--- src/rtl/sha256_axil_regs_if.sv ---
// AXI4-Lite (no resp/prot) bus bundle between the CPU-side master and the
// SHA-256 register slave.
interface sha256_axil_regs_if;
  logic        s_awvalid;
  logic        s_awready;
  logic [31:0] s_awaddr;
  logic        s_wvalid;
  logic        s_wready;
  logic [31:0] s_wdata;
  logic [3:0]  s_wstrb;
  logic        s_bvalid;
  logic        s_bready;
  logic        s_arvalid;
  logic        s_arready;
  logic [31:0] s_araddr;
  logic        s_rvalid;
  logic        s_rready;
  logic [31:0] s_rdata;

  modport slave (
    input  s_awvalid, s_awaddr, s_wvalid, s_wdata, s_wstrb, s_bready,
    input  s_arvalid, s_araddr, s_rready,
    output s_awready, s_wready, s_bvalid, s_arready, s_rvalid, s_rdata
  );

  modport master (
    output s_awvalid, s_awaddr, s_wvalid, s_wdata, s_wstrb, s_bready,
    output s_arvalid, s_araddr, s_rready,
    input  s_awready, s_wready, s_bvalid, s_arready, s_rvalid, s_rdata
  );
endinterface

--- src/rtl/sha256_axil_regs.sv ---
// AXI4-Lite register front end for the SHA-256 core: buffers one 512-bit block,
// launches compressions and holds the last 256-bit digest for readback.
module sha256_axil_regs #(
  parameter int ADDR_LSB_W = 8
) (
  input  logic                clk,
  input  logic                resetn,
  sha256_axil_regs_if.slave   s,
  output logic                core_start,
  output logic                core_init,
  output logic [511:0]        core_block,
  input  logic                core_done,
  input  logic [255:0]        core_digest,
  output logic                irq_done
);
  localparam int WW = ADDR_LSB_W - 2;

  logic          aw_held_q, aw_held_d;
  logic [WW-1:0] aw_word_q, aw_word_d;
  logic          w_held_q, w_held_d;
  logic [31:0]   wdata_q, wdata_d;
  logic [3:0]    wstrb_q, wstrb_d;
  logic          bvalid_q, bvalid_d;
  logic          rvalid_q, rvalid_d;
  logic [31:0]   rdata_q, rdata_d;
  logic [31:0]   msg_q [16];
  logic [31:0]   msg_d [16];
  logic [31:0]   dig_q [8];
  logic [31:0]   dig_d [8];
  logic          busy_q, busy_d;
  logic          done_q, done_d;
  logic          ovr_q, ovr_d;
  logic          ie_q, ie_d;
  logic          start_q, start_d;
  logic          init_q, init_d;

  logic          do_write;
  logic [WW-1:0] ar_word;
  logic [31:0]   rd_val;
  logic          unused_addr_bits;

  function automatic logic is_msg(input logic [WW-1:0] w);
    return w[WW-1:4] == (WW-4)'(1);
  endfunction

  function automatic logic is_dig(input logic [WW-1:0] w);
    return w[WW-1:3] == (WW-3)'(4);
  endfunction

  assign s.s_awready = !aw_held_q && !bvalid_q;
  assign s.s_wready  = !w_held_q && !bvalid_q;
  assign s.s_bvalid  = bvalid_q;
  assign s.s_arready = !rvalid_q;
  assign s.s_rvalid  = rvalid_q;
  assign s.s_rdata   = rdata_q;

  assign core_start = start_q;
  assign core_init  = init_q;
  assign irq_done   = done_q && ie_q;

  // Upper bits are consumed by the upstream decoder; the low two select bytes.
  assign unused_addr_bits = ^{s.s_awaddr[31:ADDR_LSB_W], s.s_awaddr[1:0],
                              s.s_araddr[31:ADDR_LSB_W], s.s_araddr[1:0]};

  assign ar_word  = s.s_araddr[ADDR_LSB_W-1:2];
  assign do_write = aw_held_q && w_held_q && !bvalid_q;

  generate
    for (genvar gi = 0; gi < 16; gi++) begin : g_block
      assign core_block[511-32*gi -: 32] = msg_q[gi];
    end
  endgenerate

  always_comb begin
    rd_val = '0;
    if (ar_word == WW'(1))
      rd_val = {28'd0, ie_q, ovr_q, done_q, busy_q};
    else if (is_msg(ar_word))
      rd_val = msg_q[ar_word[3:0]];
    else if (is_dig(ar_word))
      rd_val = dig_q[ar_word[2:0]];
  end

  always_comb begin
    aw_held_d = aw_held_q;
    aw_word_d = aw_word_q;
    w_held_d  = w_held_q;
    wdata_d   = wdata_q;
    wstrb_d   = wstrb_q;
    bvalid_d  = bvalid_q;
    rvalid_d  = rvalid_q;
    rdata_d   = rdata_q;
    msg_d     = msg_q;
    dig_d     = dig_q;
    busy_d    = busy_q;
    done_d    = done_q;
    ovr_d     = ovr_q;
    ie_d      = ie_q;
    start_d   = 1'b0;
    init_d    = init_q;

    if (s.s_awvalid && s.s_awready) begin
      aw_held_d = 1'b1;
      aw_word_d = s.s_awaddr[ADDR_LSB_W-1:2];
    end
    if (s.s_wvalid && s.s_wready) begin
      w_held_d = 1'b1;
      wdata_d  = s.s_wdata;
      wstrb_d  = s.s_wstrb;
    end

    if (do_write) begin
      bvalid_d = 1'b1;
      if (aw_word_q == '0 && wstrb_q[0]) begin
        ie_d = wdata_q[3];
        if (wdata_q[2])
          ovr_d = 1'b0;
        if (wdata_q[0]) begin
          if (busy_q) begin
            ovr_d = 1'b1;
          end else begin
            start_d = 1'b1;
            init_d  = wdata_q[1];
            busy_d  = 1'b1;
            done_d  = 1'b0;
          end
        end
      end else if (is_msg(aw_word_q)) begin
        // The block must not move under the core, so busy writes are dropped.
        if (busy_q) begin
          ovr_d = 1'b1;
        end else begin
          for (int b = 0; b < 4; b++)
            if (wstrb_q[b])
              msg_d[aw_word_q[3:0]][8*b +: 8] = wdata_q[8*b +: 8];
        end
      end
    end

    if (bvalid_q && s.s_bready) begin
      bvalid_d  = 1'b0;
      aw_held_d = 1'b0;
      w_held_d  = 1'b0;
    end

    // A start is only accepted while idle, so this never races with it.
    if (core_done && busy_q) begin
      for (int i = 0; i < 8; i++)
        dig_d[i] = core_digest[255-32*i -: 32];
      busy_d = 1'b0;
      done_d = 1'b1;
    end

    if (s.s_arvalid && s.s_arready) begin
      rvalid_d = 1'b1;
      rdata_d  = rd_val;
    end else if (rvalid_q && s.s_rready) begin
      rvalid_d = 1'b0;
    end
  end

  always_ff @(posedge clk) begin
    if (!resetn) begin
      aw_held_q <= 1'b0;
      aw_word_q <= '0;
      w_held_q  <= 1'b0;
      wdata_q   <= '0;
      wstrb_q   <= '0;
      bvalid_q  <= 1'b0;
      rvalid_q  <= 1'b0;
      rdata_q   <= '0;
      msg_q     <= '{default: '0};
      dig_q     <= '{default: '0};
      busy_q    <= 1'b0;
      done_q    <= 1'b0;
      ovr_q     <= 1'b0;
      ie_q      <= 1'b0;
      start_q   <= 1'b0;
      init_q    <= 1'b0;
    end else begin
      aw_held_q <= aw_held_d;
      aw_word_q <= aw_word_d;
      w_held_q  <= w_held_d;
      wdata_q   <= wdata_d;
      wstrb_q   <= wstrb_d;
      bvalid_q  <= bvalid_d;
      rvalid_q  <= rvalid_d;
      rdata_q   <= rdata_d;
      msg_q     <= msg_d;
      dig_q     <= dig_d;
      busy_q    <= busy_d;
      done_q    <= done_d;
      ovr_q     <= ovr_d;
      ie_q      <= ie_d;
      start_q   <= start_d;
      init_q    <= init_d;
    end
  end
endmodule

--- src/flat_wrapper.sv ---
// flat-port wrapper written by rule: the top's interface ports become plain ports
module sha256_axil_regs_flat 
#(
  parameter int ADDR_LSB_W = 8
)
  (clk, resetn, core_start, core_init, core_block, core_done, core_digest, irq_done, s_s_awvalid, s_s_awaddr, s_s_wvalid, s_s_wdata, s_s_wstrb, s_s_bready, s_s_arvalid, s_s_araddr, s_s_rready, s_s_awready, s_s_wready, s_s_bvalid, s_s_arready, s_s_rvalid, s_s_rdata);
  sha256_axil_regs_if s_i ();
  input  logic clk;
  input  logic resetn;
  output logic core_start;
  output logic core_init;
  output logic [511:0] core_block;
  input  logic core_done;
  input  logic [255:0] core_digest;
  output logic irq_done;
  input wire logic [$bits(s_i.s_awvalid)-1:0] s_s_awvalid;
  input wire logic [$bits(s_i.s_awaddr)-1:0] s_s_awaddr;
  input wire logic [$bits(s_i.s_wvalid)-1:0] s_s_wvalid;
  input wire logic [$bits(s_i.s_wdata)-1:0] s_s_wdata;
  input wire logic [$bits(s_i.s_wstrb)-1:0] s_s_wstrb;
  input wire logic [$bits(s_i.s_bready)-1:0] s_s_bready;
  input wire logic [$bits(s_i.s_arvalid)-1:0] s_s_arvalid;
  input wire logic [$bits(s_i.s_araddr)-1:0] s_s_araddr;
  input wire logic [$bits(s_i.s_rready)-1:0] s_s_rready;
  output wire logic [$bits(s_i.s_awready)-1:0] s_s_awready;
  output wire logic [$bits(s_i.s_wready)-1:0] s_s_wready;
  output wire logic [$bits(s_i.s_bvalid)-1:0] s_s_bvalid;
  output wire logic [$bits(s_i.s_arready)-1:0] s_s_arready;
  output wire logic [$bits(s_i.s_rvalid)-1:0] s_s_rvalid;
  output wire logic [$bits(s_i.s_rdata)-1:0] s_s_rdata;
  assign s_i.s_awvalid = s_s_awvalid;
  assign s_i.s_awaddr = s_s_awaddr;
  assign s_i.s_wvalid = s_s_wvalid;
  assign s_i.s_wdata = s_s_wdata;
  assign s_i.s_wstrb = s_s_wstrb;
  assign s_i.s_bready = s_s_bready;
  assign s_i.s_arvalid = s_s_arvalid;
  assign s_i.s_araddr = s_s_araddr;
  assign s_i.s_rready = s_s_rready;
  assign s_s_awready = s_i.s_awready;
  assign s_s_wready = s_i.s_wready;
  assign s_s_bvalid = s_i.s_bvalid;
  assign s_s_arready = s_i.s_arready;
  assign s_s_rvalid = s_i.s_rvalid;
  assign s_s_rdata = s_i.s_rdata;
  sha256_axil_regs #(.ADDR_LSB_W(ADDR_LSB_W)) u_core (.clk(clk), .resetn(resetn), .s(s_i), .core_start(core_start), .core_init(core_init), .core_block(core_block), .core_done(core_done), .core_digest(core_digest), .irq_done(irq_done));
endmodule
--- config.mk ---
export PLATFORM = sky130hd
export DESIGN_NAME = sha256_axil_regs_flat
export DESIGN_NICKNAME = d
export VERILOG_FILES = /design/src/rtl/sha256_axil_regs_if.sv /design/src/rtl/sha256_axil_regs.sv /design/src/flat_wrapper.sv
export SDC_FILE = /design/constraint.sdc
export NUM_CORES = 2
export LEC_CHECK = 0
export BUFFER_PORTS_ARGS = -buffer_cell sky130_fd_sc_hd__buf_2
export CAP_MARGIN = 20
export CORE_AREA = 3 3 355 357
export DETAILED_ROUTE_END_ITERATION = 8
export DIE_AREA = 0 0 358 360
export HOLD_SLACK_MARGIN = 0.06
export PLACE_DENSITY_LB_ADDON = 0.1
export SYNTH_ARGS = -nofsm -noshare
export SYNTH_HDL_FRONTEND = slang
export SYNTH_SLANG_ARGS = --single-unit
--- constraint.sdc ---
create_clock -name clk -period 2.6 [get_ports clk]
set_input_delay 0.26 -clock clk [delete_from_list [all_inputs] [get_ports clk]]
set_output_delay 0.26 -clock clk [all_outputs]
set_load 0.03 [all_outputs]
* Word-level counts from Yosys, hierarchy flattened
Index checks and enable logic that the tools add are counted.
Widths: inputs -> output; s select.
** Cells by class
- Reduce and logical (&&, ||, !) cells :: 33
- Order comparisons :: 4
- Equality and inequality tests :: 5
- Bitwise logic cells :: 6
- Multiplexer cells :: 51
** Operators with widths (count)
- $mux 512 :: 16
- $bwmux 512 :: 4
- $demux 32 s4 :: 4
- $mux 32 :: 8
- $bmux 32 s4 :: 1
- $bmux 32 s3 :: 1
- $mux 24 :: 1
- $mux 16 :: 1
- $reduce_and 4->1 :: 4
- $mux 1 :: 14
- $logic_and 1x1->1 :: 13
- $reduce_bool 2->1 :: 6
- $ge 5x5->1 const B :: 2
- $not 4->5 :: 2
- $mux 8 :: 1
- $eq 6x1->1 const B :: 1
- $logic_not 6->1 :: 1
- $reduce_and 3->1 :: 2
- $lt 5x1->1 const B :: 1
- $eq 2x1->1 const B :: 2
- $ge 4x4->1 const B :: 1
- $logic_not 1->1 :: 4
- $not 3->4 :: 1
- $reduce_or 2->1 :: 2
- 4 further kinds :: 6
** Word-level totals
- Logic and storage cells :: 137
- Bits of input ports :: 364
- Register bits :: 852
- Output and inout port bits :: 552

* Logic depth before layout (Yosys ltp)
- Depth after elaboration :: 25
- Gate-level depth with buffers :: 8
- Depth with buffers taken out :: 5

* Worst setup path before layout
OpenSTA, ideal clock, no wires.
- Kind :: register to register
- Start :: register u_core.bvalid_q (netlist: u_core.s.s_bvalid)
- End :: register u_core.msg_q (netlist bit u_core.core_block[31])
- Clock period less this slack :: 2.109 ns
- Library setup time :: 0.128 ns
- Arrival :: 1.981 ns
- Required time :: 2.472 ns
- Path buffers :: 2
- Setup slack :: 0.491 ns
- Stages on the path, launching flop included :: 8
- Cell sequence :: dfxtp_1 -> nand4bb_4 -> or3_1 -> buf_4 -> buf_6 -> nor2_8 -> mux2i_1 -> nor2_1
** On the way
- Word-level cells in the longest chain between the ends :: 3
** RTL lines
- start, declared :: RTL line sha256_axil_regs.sv:23 : logic bvalid_q, bvalid_d;
- start signal, assigned :: RTL line sha256_axil_regs.sv:186 : bvalid_q <= bvalid_d;
- $logic_not 1->1 :: RTL line sha256_axil_regs.sv:66 : assign do_write = aw_held_q && w_held_q && !bvalid_q;
- $logic_and 1x1->1 :: RTL line sha256_axil_regs.sv:66
- $reduce_and 4->1 (no source line)
- end signal, assigned :: RTL line sha256_axil_regs.sv:189 : msg_q <= msg_d;
- end, declared :: RTL line sha256_axil_regs.sv:26 : logic [31:0] msg_q [16];
No other way between the ends.
A chain may end at the register's enable or synchronous reset.

* Worst setup path in the final report
- Start :: register u_core.w_held_q
- End :: register u_core.msg_q (netlist bit u_core.core_block[496])
** On the way
- Word-level cells in the longest chain between the ends :: 3
** RTL lines
- start, declared :: RTL line sha256_axil_regs.sv:20 : logic w_held_q, w_held_d;
- start signal, assigned :: RTL line sha256_axil_regs.sv:183 : w_held_q <= w_held_d;
- $logic_and 1x1->1 (2 in series) :: RTL line sha256_axil_regs.sv:66
- $reduce_and 4->1 (no source line)
No other way between the ends.

==> metrics.cfg <==
[synth]
yosysMostFrequentCell = dfxtp_1
synth_edf_count = 0
synth_commonest_cells = dfxtp_1, nand2_1, mux2i_1
seq_area_frac_synth_pct = 46.60
yosys-mux-area-fraction_pct = 19.38
synth_ff_type = dfxtp_1
synthTopCellsByArea = dfxtp_1, mux2i_1, nand2_1, a21oi_1, mux4_2
async_flop_share_pct = 0
syn_area_um2 = 36600
synthAdderAreaFrac_pct = 0
ys_types = 41
yosysWarnings = 0
yosys.area.top_type = dfxtp_1
avgSynthCellArea_um2 = 8.816
yosys.area_share.simple_pct = 16.86
synth_seq_cells = 852
synthXorXnorAreaFrac_pct = 0
synth_top_family_by_area = multiplexers
synth_compound_area_share_pct = 13.05
synthesis.nets = 4516
synthCells = 4152
synth_top_area_share_pct = 46.60

[pwr]
ir_worst_vdd_uv = 497.4
intPower_w = 0.02255
p_sw_w = 0.007345
clkPwrFrac_pct = 48.3
p_leak_nw = 21.98
swShare_pct = 24.57
seqPwrFrac_pct = 44.6
comb_power_share_pct = 7.1
p_per_area_nw_per_um2 = 601.9
total_power_w = 0.02990

[route]
dr.pass1.iters = 8
drt-total-wl_mm = 177.0
drtIter0Drc = 2662
postRouteAntennaNets = 0
drc = 0
wl_per_cell_um = 25.57
via_per_inst = 5.067
vias = 35080

[clock_network]
cts_tree = built
cts_sinks = 852
clk_pin_slew_ns = 0.06
cts_buffer_depth = 3
clock_latency_ns = 0.69
cts_resized = 0
h-tree-depth = 3
cts-root-buf = clkbuf_16
cts_buffers = 100

[run_status]
status = finished, final reports clean

[timing]
tns_ns = 0
finalHoldViolations = 0
clock_skew_ns = 0.02991
setup_viol = 0
fin_crit_ns = 2.440
fmax_ghz = 0.4098
slew_headroom_pct = 26.64
rsz0062_at_grt = no
drv_slew = 0
fin_crit_sh_pct = 93.86
worstMarginPinSlew_ns = 1.100

[placed_design]
gp_congestion = 0.8425
hpwl_mm = 128.7
io_buffer_count = 863
placed_area_um2 = 43230

[floorplan]
rows = 129
die_y_um = 360
initial_utilization_pct = 29.68
ioPinCount = 916
dieWidth_um = 358
core_um2 = 123300
dieArea_um2 = 128900

[cells_and_area]
drive_above_1_share_pct = 24.90
final_area_um2 = 49670
fin_nets = 5561
syn2layout_area_growth_pct = 35.70

[setup_path]
worstPathCellList = nand4bb_4, nor3_2, buf_12, nand3_2, mux2i_1, nor2_1
end_kind = flip-flop
required_ns = 3.15
crit_path_max_fanout = 43
worst_path_largest_cell_delay_ns = 0.51
startpoint_type = flip-flop
crit_type = reg -> reg
cpMaxStageDelayCell = dfxtp_1
worstPathArrival_ns = 2.99

[global_route]
grt_max_degree = 97
grtUsageTotal_pct = 26.40
grt_pass1_wl_mm = 249.8
antenna_found_initial = 18
overflow = 0
grt_pass1_vias = 33830

[hold_path]
hp-class = in -> reg

[run]
cap_violations = 0

[final timing paths]
kind | from | to | slack [ns] | cells after the start
hold reg to reg | u_core.dig_q[171] | u_core.dig_q[171] | 0.45 | 2
hold / removal | s_s_araddr[7] | u_core.s.s_rdata[6] | 0.17 | 5
setup / recovery | u_core.w_held_q | u_core.core_block[496] | 0.16 | 6
setup reg to reg | u_core.w_held_q | u_core.core_block[496] | 0.16 | 6
[power by group through the flow]
stage | Combinational, W | Sequential, W | Clock [W]
after floorplan | 0.000956 | 0.0134 | 0
after global placement | 0.00177 | 0.0136 | 0
after detailed placement | 0.00176 | 0.0136 | 0
after CTS | 0.00213 | 0.0133 | 0.0148
after global routing | 0.00225 | 0.0133 | 0.0153
final | 0.00212 | 0.0133 | 0.0144
[layer usage]
metal	track usage (%)	part of all wire, %
met2	43.77	47
met4	7.661	2.8
met1	34.22	43
met5	0	0
met3	5.958	7.6
[what timing repair did]
item | 4_1_cts | 5_1_grt
hold buffers | 305 | 0
hold endpoints to repair | 305 | 0
buffers inserted | 0 | 0
[stage by stage]
step                hold WS, ns  utilization [%]  worst slack (ns)  cells
global route             0.1625            40.27           0.01898   6919
detailed placement       0.4442            35.06            0.1871   6427
global placement         0.4401            35.06            0.2013   6427
floorplan                0.3960                -            0.4913   4152
CTS                      0.1046            40.26            0.1645   6915
finish                   0.1688            40.28            0.1597   6923
[layout make-up]
type	instances	area (um^2)
antenna	8	20.02
sequential	852	17060
clock inverter	23	235.2
inverter	3	18.77
fill	12680	73640
tap	1637	2048
timing repair buffer	1316	8991
clock buffer	160	3133
multi-input combinational	2924	18170
[cells in the final DEF, fill, tap and decap left out, drive strengths merged, types with 6 or more instances in the layout]
cell type    count
nand2          809
nor2           367
buf           1011
nand3          170
a211oi          28
mux2i          559
a31oi           58
mux4            64
a22oi          128
clkinv          15
diode            8
clkbuf         160
o21ai          122
dlygate4sd3    305
inv              6
a21oi          511
dfxtp          852
nor2b           40
and2            32
[sequential cells by signal (all words and copies together) (netlist names), 4 cells and up]
signal             count
u_core.aw_word_q       6
u_core.core_block    512
u_core.dig_q         256
u_core.s.s_rdata      32
u_core.wdata_q        32
u_core.wstrb_q         4
[kinds of logic (layout without fill, tap and decap cells)]
kind of cell    count (synthesis)  after routing
simple gates                 1441           1441
compound gates                855            855
flops                         852            852
mux                           628            628
buf+inv                       376           1502
other cells                     0              8
[worst max-delay path: cells and delay by family, from the launching register on]
| kind | cells | cell delay [ns] |
|---|---|---|
| DFF | 1 | 0.51 |
| and+or+nand+nor | 4 | 1.12 |
| buffers and inverters | 1 | 0.28 |
| muxes | 1 | 0.31 |
(Power assumes the default switching activity.)
